`src/rtl/spi_ram_pkg.sv`:
```
// Shared command encoding and frame field positions for the SPI-attached RAM.
package spi_ram_pkg;

  localparam logic [1:0] CMD_WR_ADDR = 2'b00;
  localparam logic [1:0] CMD_WR_DATA = 2'b01;
  localparam logic [1:0] CMD_RD_ADDR = 2'b10;
  localparam logic [1:0] CMD_RD_DATA = 2'b11;

  localparam int CMD_MSB   = 9;
  localparam int CMD_LSB   = 8;
  localparam int PAYLOAD_W = 8;

endpackage

```
`src/rtl/spi_ram_array.sv`:
```
// Single-port byte-wide memory with a registered read port.
module spi_ram_array
  import spi_ram_pkg::*;
#(
  parameter int MEM_DEPTH = 256,
  parameter int ADDR_SIZE = 8
) (
  input  logic                 clk,
  input  logic                 rst_n,
  input  logic [ADDR_SIZE-1:0] addr,
  input  logic                 we,
  input  logic                 re,
  input  logic [PAYLOAD_W-1:0] wdata,
  output logic [PAYLOAD_W-1:0] rdata
);

  logic [PAYLOAD_W-1:0] mem [MEM_DEPTH];

  always_ff @(posedge clk) begin
    if (we) mem[addr] <= wdata;
  end

  // Only the output register is reset; array contents survive reset.
  always_ff @(posedge clk or negedge rst_n) begin
    if (!rst_n)  rdata <= '0;
    else if (re) rdata <= mem[addr];
  end

endmodule

```
`src/rtl/spi_ram_ctrl.sv`:
```
// Decodes SPI slave frames into address loads, writes and reads of a local RAM.
module spi_ram_ctrl
  import spi_ram_pkg::*;
#(
  parameter int MEM_DEPTH = 256,
  parameter int ADDR_SIZE = 8,
  parameter int AUTO_INC  = 0
) (
  input  logic                 clk,
  input  logic                 rst_n,
  input  logic [9:0]           rx_data,
  input  logic                 rx_valid,
  output logic [PAYLOAD_W-1:0] tx_data,
  output logic                 tx_valid,
  output logic                 cmd_err
);

  localparam logic [ADDR_SIZE-1:0] LAST_ADDR = ADDR_SIZE'(MEM_DEPTH - 1);

  logic                 rx_valid_d;
  logic [ADDR_SIZE-1:0] wr_addr, rd_addr;
  logic                 wr_addr_ok, rd_addr_ok;
  logic                 tx_valid_reg, cmd_err_reg;

  logic                 accept;
  logic [1:0]           cmd;
  logic [PAYLOAD_W-1:0] payload;
  logic                 addr_in_range;
  logic                 wr_en, rd_en, err_next;
  logic [ADDR_SIZE-1:0] wr_addr_inc, rd_addr_inc, mem_addr;

  // One command per rising edge of rx_valid, however long it is held.
  assign accept        = rx_valid & ~rx_valid_d;
  assign cmd           = rx_data[CMD_MSB:CMD_LSB];
  assign payload       = rx_data[PAYLOAD_W-1:0];
  assign addr_in_range = (int'(payload) < MEM_DEPTH);

  assign wr_en = accept && (cmd == CMD_WR_DATA) && wr_addr_ok;
  assign rd_en = accept && (cmd == CMD_RD_DATA) && rd_addr_ok;

  assign err_next = accept &&
                    ((((cmd == CMD_WR_ADDR) || (cmd == CMD_RD_ADDR)) && !addr_in_range) ||
                     ((cmd == CMD_WR_DATA) && !wr_addr_ok) ||
                     ((cmd == CMD_RD_DATA) && !rd_addr_ok));

  assign wr_addr_inc = (wr_addr == LAST_ADDR) ? '0 : wr_addr + ADDR_SIZE'(1);
  assign rd_addr_inc = (rd_addr == LAST_ADDR) ? '0 : rd_addr + ADDR_SIZE'(1);
  assign mem_addr    = (cmd == CMD_RD_DATA) ? rd_addr : wr_addr;

  always_ff @(posedge clk or negedge rst_n) begin
    if (!rst_n) begin
      rx_valid_d   <= 1'b0;
      wr_addr      <= '0;
      rd_addr      <= '0;
      wr_addr_ok   <= 1'b0;
      rd_addr_ok   <= 1'b0;
      tx_valid_reg <= 1'b0;
      cmd_err_reg  <= 1'b0;
    end else begin
      rx_valid_d   <= rx_valid;
      tx_valid_reg <= rd_en;
      cmd_err_reg  <= err_next;
      if (accept && (cmd == CMD_WR_ADDR) && addr_in_range) begin
        wr_addr    <= payload[ADDR_SIZE-1:0];
        wr_addr_ok <= 1'b1;
      end
      if (accept && (cmd == CMD_RD_ADDR) && addr_in_range) begin
        rd_addr    <= payload[ADDR_SIZE-1:0];
        rd_addr_ok <= 1'b1;
      end
      if (wr_en && (AUTO_INC != 0)) wr_addr <= wr_addr_inc;
      if (rd_en && (AUTO_INC != 0)) rd_addr <= rd_addr_inc;
    end
  end

  spi_ram_array #(
    .MEM_DEPTH(MEM_DEPTH),
    .ADDR_SIZE(ADDR_SIZE)
  ) u_array (
    .clk  (clk),
    .rst_n(rst_n),
    .addr (mem_addr),
    .we   (wr_en),
    .re   (rd_en),
    .wdata(payload),
    .rdata(tx_data)
  );

  assign tx_valid = tx_valid_reg;
  assign cmd_err  = cmd_err_reg;

endmodule

```
`config.mk`:
```
export PLATFORM = sky130hd
export DESIGN_NAME = spi_ram_ctrl
export DESIGN_NICKNAME = d
export VERILOG_FILES = /design/src/rtl/spi_ram_pkg.sv /design/src/rtl/spi_ram_array.sv /design/src/rtl/spi_ram_ctrl.sv
export SDC_FILE = /design/constraint.sdc
export NUM_CORES = 2
export LEC_CHECK = 0
export CORE_MARGIN = 2
export CORE_UTILIZATION = 55
export DETAILED_ROUTE_END_ITERATION = 12
export GPL_ROUTABILITY_DRIVEN = 0
export HOLD_SLACK_MARGIN = 0.02
export PLACE_DENSITY_LB_ADDON = 0.15
export REMOVE_ABC_BUFFERS = 1
export SYNTH_ARGS = -nofsm -noshare
export SYNTH_HDL_FRONTEND = slang
export SYNTH_SLANG_ARGS = --single-unit
export TNS_END_PERCENT = 100
```
`constraint.sdc`:
```
create_clock -name clk -period 3.7 [get_ports clk]
set_input_delay 0.74 -clock clk [delete_from_list [all_inputs] [get_ports clk]]
set_output_delay 0.74 -clock clk [all_outputs]
set_load 0.03 [all_outputs]
```
; Word level (Yosys, flattened, before mapping)
; Memories as Yosys holds them, arrays and structs flattened. A register that Yosys moved wholly into a read port is not among the register bits.
; Cells that the tools add are included.
[classes]
muxes = 3
n_mul = 0
n_shift = 0
n_reduce_logical = 14
add_sub_neg = 0
n_bitwise = 2
n_div = 0
n_lt_le_gt_ge = 0
eq_ne = 3
[op_table]
columns = operator, count
row1 = 1-bit logical AND, 9
row2 = 8-bit 2-to-1 mux, 1
row3 = "2-bit equality test, second input constant", 2
row4 = 1-bit zero test, 3
row5 = "2-bit by 1-bit equality test with 1-bit output, second input constant", 1
row6 = 2-bit zero test, 1
row7 = 1-bit 2-to-1 mux, 2
row8 = 1-bit AND, 1
row9 = 1-bit logical OR, 1
row10 = 1-bit inverter, 1
[word_totals]
mem_bits_rw = 2048
romBits = 0
latchBits = 0
elab_cells = 30
regBits = 21
out_inout_bits = 10
n_memories = 1
inputBits = 13
[memory_table]
columns = name, words, width, rd, rd_ports_with_merged_regs, wr, line
row1 = u_array.mem, 256, 8, 1, 1, 1, spi_ram_array.sv:17  ; logic [PAYLOAD_W-1:0] mem [MEM_DEPTH];

; Depth between registers and ports, before layout
[depth]
word_depth = 6
ltp_mapped = 15
depth_no_buf = 9

; By module
; Synthesis repeated with hierarchy kept, for this count alone.
[hier_totals]
cells_unflattened = 3648
hier_area_um2 = 80423.4
[by_module_without_submodules]
columns = module, seq_area_each_um2, n_inst, cells_per_inst, area_per_inst_um2
row1 = spi_ram_array, 61699.2, 1, 3591, 79532.5
row2 = spi_ram_ctrl, 525.5, 1, 57, 890.9

; Worst setup path before layout
; No wires, ideal clock.
[synth_path]
path_type = input to register
start = input port rx_data[8]
end = memory u_array.mem[111][0], enable pin
n_path_buf = 7
setup_time_ns = 0.370
path_slack_ns = 0.122
arrival_ns = 3.207
t_required_ns = 3.330
path_stages = 12
cell_sequence = buf_4 and2_4 buf_8 o21ai_1 buf_2 buf_2 buf_2 buf_1 nor2b_1 nand2_1 clkbuf_1 nor2_1
[synth_via]
elab_chain_len = 5
word_cells_on_any_way = 7
cone_classes = eq/ne (2) / mux (3) / reduce/logical (2)
[synth_rtl]
columns = item, line
row1 = "start, declared", spi_ram_ctrl.sv:11  ; input logic [9:0] rx_data,
row2 = 2-bit by 1-bit equality test with 1-bit output, spi_ram_ctrl.sv:38  ; assign wr_en = accept && (cmd == CMD_WR_DATA) && wr_addr_ok;
row3 = 1-bit logical AND (2 in a row), spi_ram_ctrl.sv:38
row4 = 1-bit 2-to-1 mux, spi_ram_array.sv:20  ; if (we) mem[addr] <= wdata;
row5 = 1-bit 2-to-1 mux (implied by the code), spi_ram_array.sv:20
row6 = "end, declared", spi_ram_array.sv:17
; Parallel ways exist; a longest one is shown, timed or not.

; Worst setup path in the final report
[layout_path]
start = input port rx_data[9]
end = register u_array.rdata[4], read port of u_array.mem
[layout_via]
elab_chain_len = 3
word_cells_on_any_way = 4
cone_classes = eq/ne (1) / mux (1) / reduce/logical (2)
[layout_rtl]
columns = item, line
row1 = 2-bit equality test (*), "spi_ram_ctrl.sv:39, spi_ram_ctrl.sv:48"
row2 = 1-bit logical AND (2 in a row), spi_ram_ctrl.sv:39  ; assign rd_en = accept && (cmd == CMD_RD_DATA) && rd_addr_ok;
row3 = "end, declared", spi_ram_array.sv:14  ; output logic [PAYLOAD_W-1:0] rdata
; Every way passes the cells marked *; elsewhere a longest branch is shown, timed or not.
; A chain may end at the register's enable or synchronous reset.

==> metrics.yaml <==
synth.lib_cells_used.distinct: 62
setup.worst_path.end_class: "register"
grt_pass1_vias: 45510
power.static_leakage_uw: 0.03053
worst_hold_slack_across_all_endpoints_ns: 0.1753
place_hpwl_um: 140300
ys_ff_latch: 2077
grt_antenna_before_repair: 2
setup.worst_path.end: "u_array.rdata[4]"
drtPass1Iterations: 5
cp.arrival_ns: 4.39
sw_frac_of_total_pct: 27.53
cp_data_required_time_ns: 4.43
result_of_the_run: "completed"
utilization_pct: 66.68
worst_case_register_to_register_setup_slack_ns: 0.10
cp_common_cell: "buf_4"
finalMaxSlewViolations: 0
synth_xor_xnor_area_share_pct: 0
largest_register_ff_count: 2048
clk_latency_ns: 0.85
area_delta_synth_final_pct: 20.51
die-area_mm2: 0.1432
worst_path_largest_cell_delay_ns: 0.60
post_drt_wl_per_cell_um: 30.77
power_per_cell_area_mw_per_mm2: 615.9
cts_sink_cnt: 2077
netlist.top_cell.by_area: "edfxtp_1"
power_frac_clock_pct: 34.6
initial_drt_markers: 6408
path_cells: "dlygate4sd2_1 > and2_4 > buf_4 > o21ai_4 > buf_12 > buf_12 > buf_4 > a22oi_1 > buf_4 > a311oi_2 > a311oi_1 > a311oi_1 > buf_4 > o21a_1 > o41a_1"
synth_warnings: 0
yosys_most_used_dff: "edfxtp_1"
ff_latch_area_mm2: 0.06222
clk_pin_slew_worst_paths_ns: 0.06
placement.setup.worst_slack_ns: -1.642
height_of_the_chip_um: 378.4
cts_made_buffers: 200
ctsHtreeMaxLevel: 4
fin_cells: 7114
synth_simple_gate_area_share_pct: 3.774
synth_enable_flop_cells: 2048
worst_clock_skew_ns: 0.04648
syn_inst: 4269
timing.max_cap.violations: 0
final_period_minus_worst_setup_slack_ns: 3.658
critical_path_peak_fanout: 35
placed_cells_incl_taps: 6735
post_route_cells_drive_above_1_share_pct: 23.89
timing.rr.start: "wr_addr[0]"
hold_viol: 0
seq_area_frac_synth_pct: 80.70
route.detailed.drc: 0
synth.avg_cell_area_um2: 18.06
initial_core_util_pct: 55.33
post-route-period-util_pct: 98.87
timing.critical_path.slowest_stage_cell: "a311oi_1"
grt_start_max_net_pins: 126
synth_area_leaders: "edfxtp_1 80%, a221o_1 4.3%, a221oi_1 3.8%"
vdd.ir_drop.worst_v: 0.0004270
dpl-instance-area_mm2: 0.08636
layout.cells.most_common_list: "2,048 x edfxtp_1, 816 x buf_4, 332 x a22oi_1"
intPower_uw: 41470
cp-startpoint: "rx_data[9]"
reg2reg_to: "u_array.rdata[6]"
synthAdderAreaFrac_pct: 0
synthArstFlopShare_pct: 1.396
slew_headroom_pct: 21.66
core-area_mm2: 0.1394
ff2ff_path_depth: 12
layout.cells.most_common: "edfxtp_1"
grt_util_all_layers_pct: 30.55
setup_viol: 0
multiInputGateArea_mm2: 0.01365
hold_buffers: 0
port_buffers: 22
first_pass_grt_wire_length_um: 315900
via_count: 46980
stdcell_area_mm2: 0.09292
placementRows: 137
num_io_pins: 23
route.detailed.vias_per_inst: 6.604
area_fraction_in_compound_gates_after_synthesis_pct: 13.31
finish.net_count: 5083
max-clock-path-buffers: 3
syn_area_mm2: 0.07711
horiz_die_dim_um: 378.4
tritoncts: "built"
crit_path_start_kind: "primary input"
rsz_0062_raised_after_global_routing: "false"
power.share.combinational_pct: 19.8
critical_path_class: "primary input to register"
clock-root-buffer: "clkbuf_16"
worst_hold_path_type: "primary input to register"
share_of_synthesized_area_spent_on_multiplexers_pct: 0.3359
setup_ws_ns: 0.04173
max_flop_register: "u_array.mem"
power.net_switching_uw: 15760
largest_family_of_logic_cells_by_synthesized_area: "compound AO/OA/AOI/OAI gates"
achievable-frequency_ghz: 0.2734
totalWireLength_um: 218900
max_slew.worst_pin.slew_ns: 1.175
fillerInstances: 9312
synth.top_cell.area_share_pct: 79.76
share_seq_of_total_power_pct: 45.6
route.antenna.remaining_nets: 0
global_route_total_overflow: 0
worst min path at each step:
stage | end | start | cells after the start | slack, ns
floorplan | wr_addr_ok | wr_addr_ok | 1 | 0.43
global placement | wr_addr_ok | wr_addr_ok | 1 | 0.47
detailed placement | wr_addr_ok | wr_addr_ok | 1 | 0.46
CTS | u_array.mem[232][4] | rx_data[4] | 1 | 0.13
global route | u_array.mem[235][4] | rx_data[4] | 1 | 0.16
finish | u_array.mem[229][4] | rx_data[4] | 1 | 0.18
power by group through the flow:
| stage | Clock, µW | Sequential, µW | Combinational, µW |
|---|---|---|---|
| after CTS | 20000 | 26100 | 11200 |
| after floorplan | 0 | 26600 | 4870 |
| after detailed placement | 0 | 26600 | 11000 |
| after global routing | 20800 | 26100 | 11800 |
| after global placement | 0 | 26600 | 11000 |
| final | 19800 | 26100 | 11300 |
cell usage after synthesis, types with 26 or more instances:
| master | count |
|---|---|
| a22oi_1 | 332 |
| nand3_1 | 131 |
| clkbuf_1 | 181 |
| o21ai_0 | 32 |
| buf_1 | 68 |
| a22o_1 | 36 |
| a221oi_1 | 331 |
| nor2_1 | 270 |
| dfrtp_1 | 29 |
| buf_2 | 77 |
| a221o_1 | 331 |
| a21oi_1 | 32 |
| nand2_1 | 64 |
| edfxtp_1 | 2048 |
| a311oi_1 | 26 |
| nor4_1 | 79 |
timing repair:
item	4_1_cts	5_1_grt
resized for setup	20	2
pin swaps	5	2
setup endpoints to repair	8	2
buffers inserted	7	2
cell families after synthesis:
logic type      after synthesis
buf+inv                     340
simple gates                618
mux                          22
flops                      2077
compound gates             1212
cell type report:
type,count,area share (%)
diodes,1,0.002693
repair buffers,936,8.971
flip-flops and latches,2077,66.97
clock buffers,250,5.622
inverters,3,0.01212
clock inverters,119,1.212
well taps,1876,2.526
multi-input cells,1852,14.69
per-stage QoR:
step           power (µW)  TNS, ns
2_1_floorplan       31450        -
3_3_place_gp        37540  -734.59
3_5_place_dp        37610  -758.03
4_1_cts             57250        0
5_1_grt             58770        0
6_report            57230        0
worst max-delay path: cells and delay by family:
kind	cells	cell delay [ns]
AND/OR/NAND/NOR	1	0.26
AO/OA/AOI/OAI	7	1.81
buffers and inverters	7	1.49
per-layer routing:
metal | track usage, % | vias up | wire length, µm
met5 | 0 | - | 0
met4 | 10.10 | 0 | 6888
met3 | 6.127 | 389 | 21690
met2 | 47.71 | 2613 | 103100
met1 | 43.44 | 24080 | 87220
li1 | - | 19890 | -
Note: power is estimated with default switching activity, not from simulation.
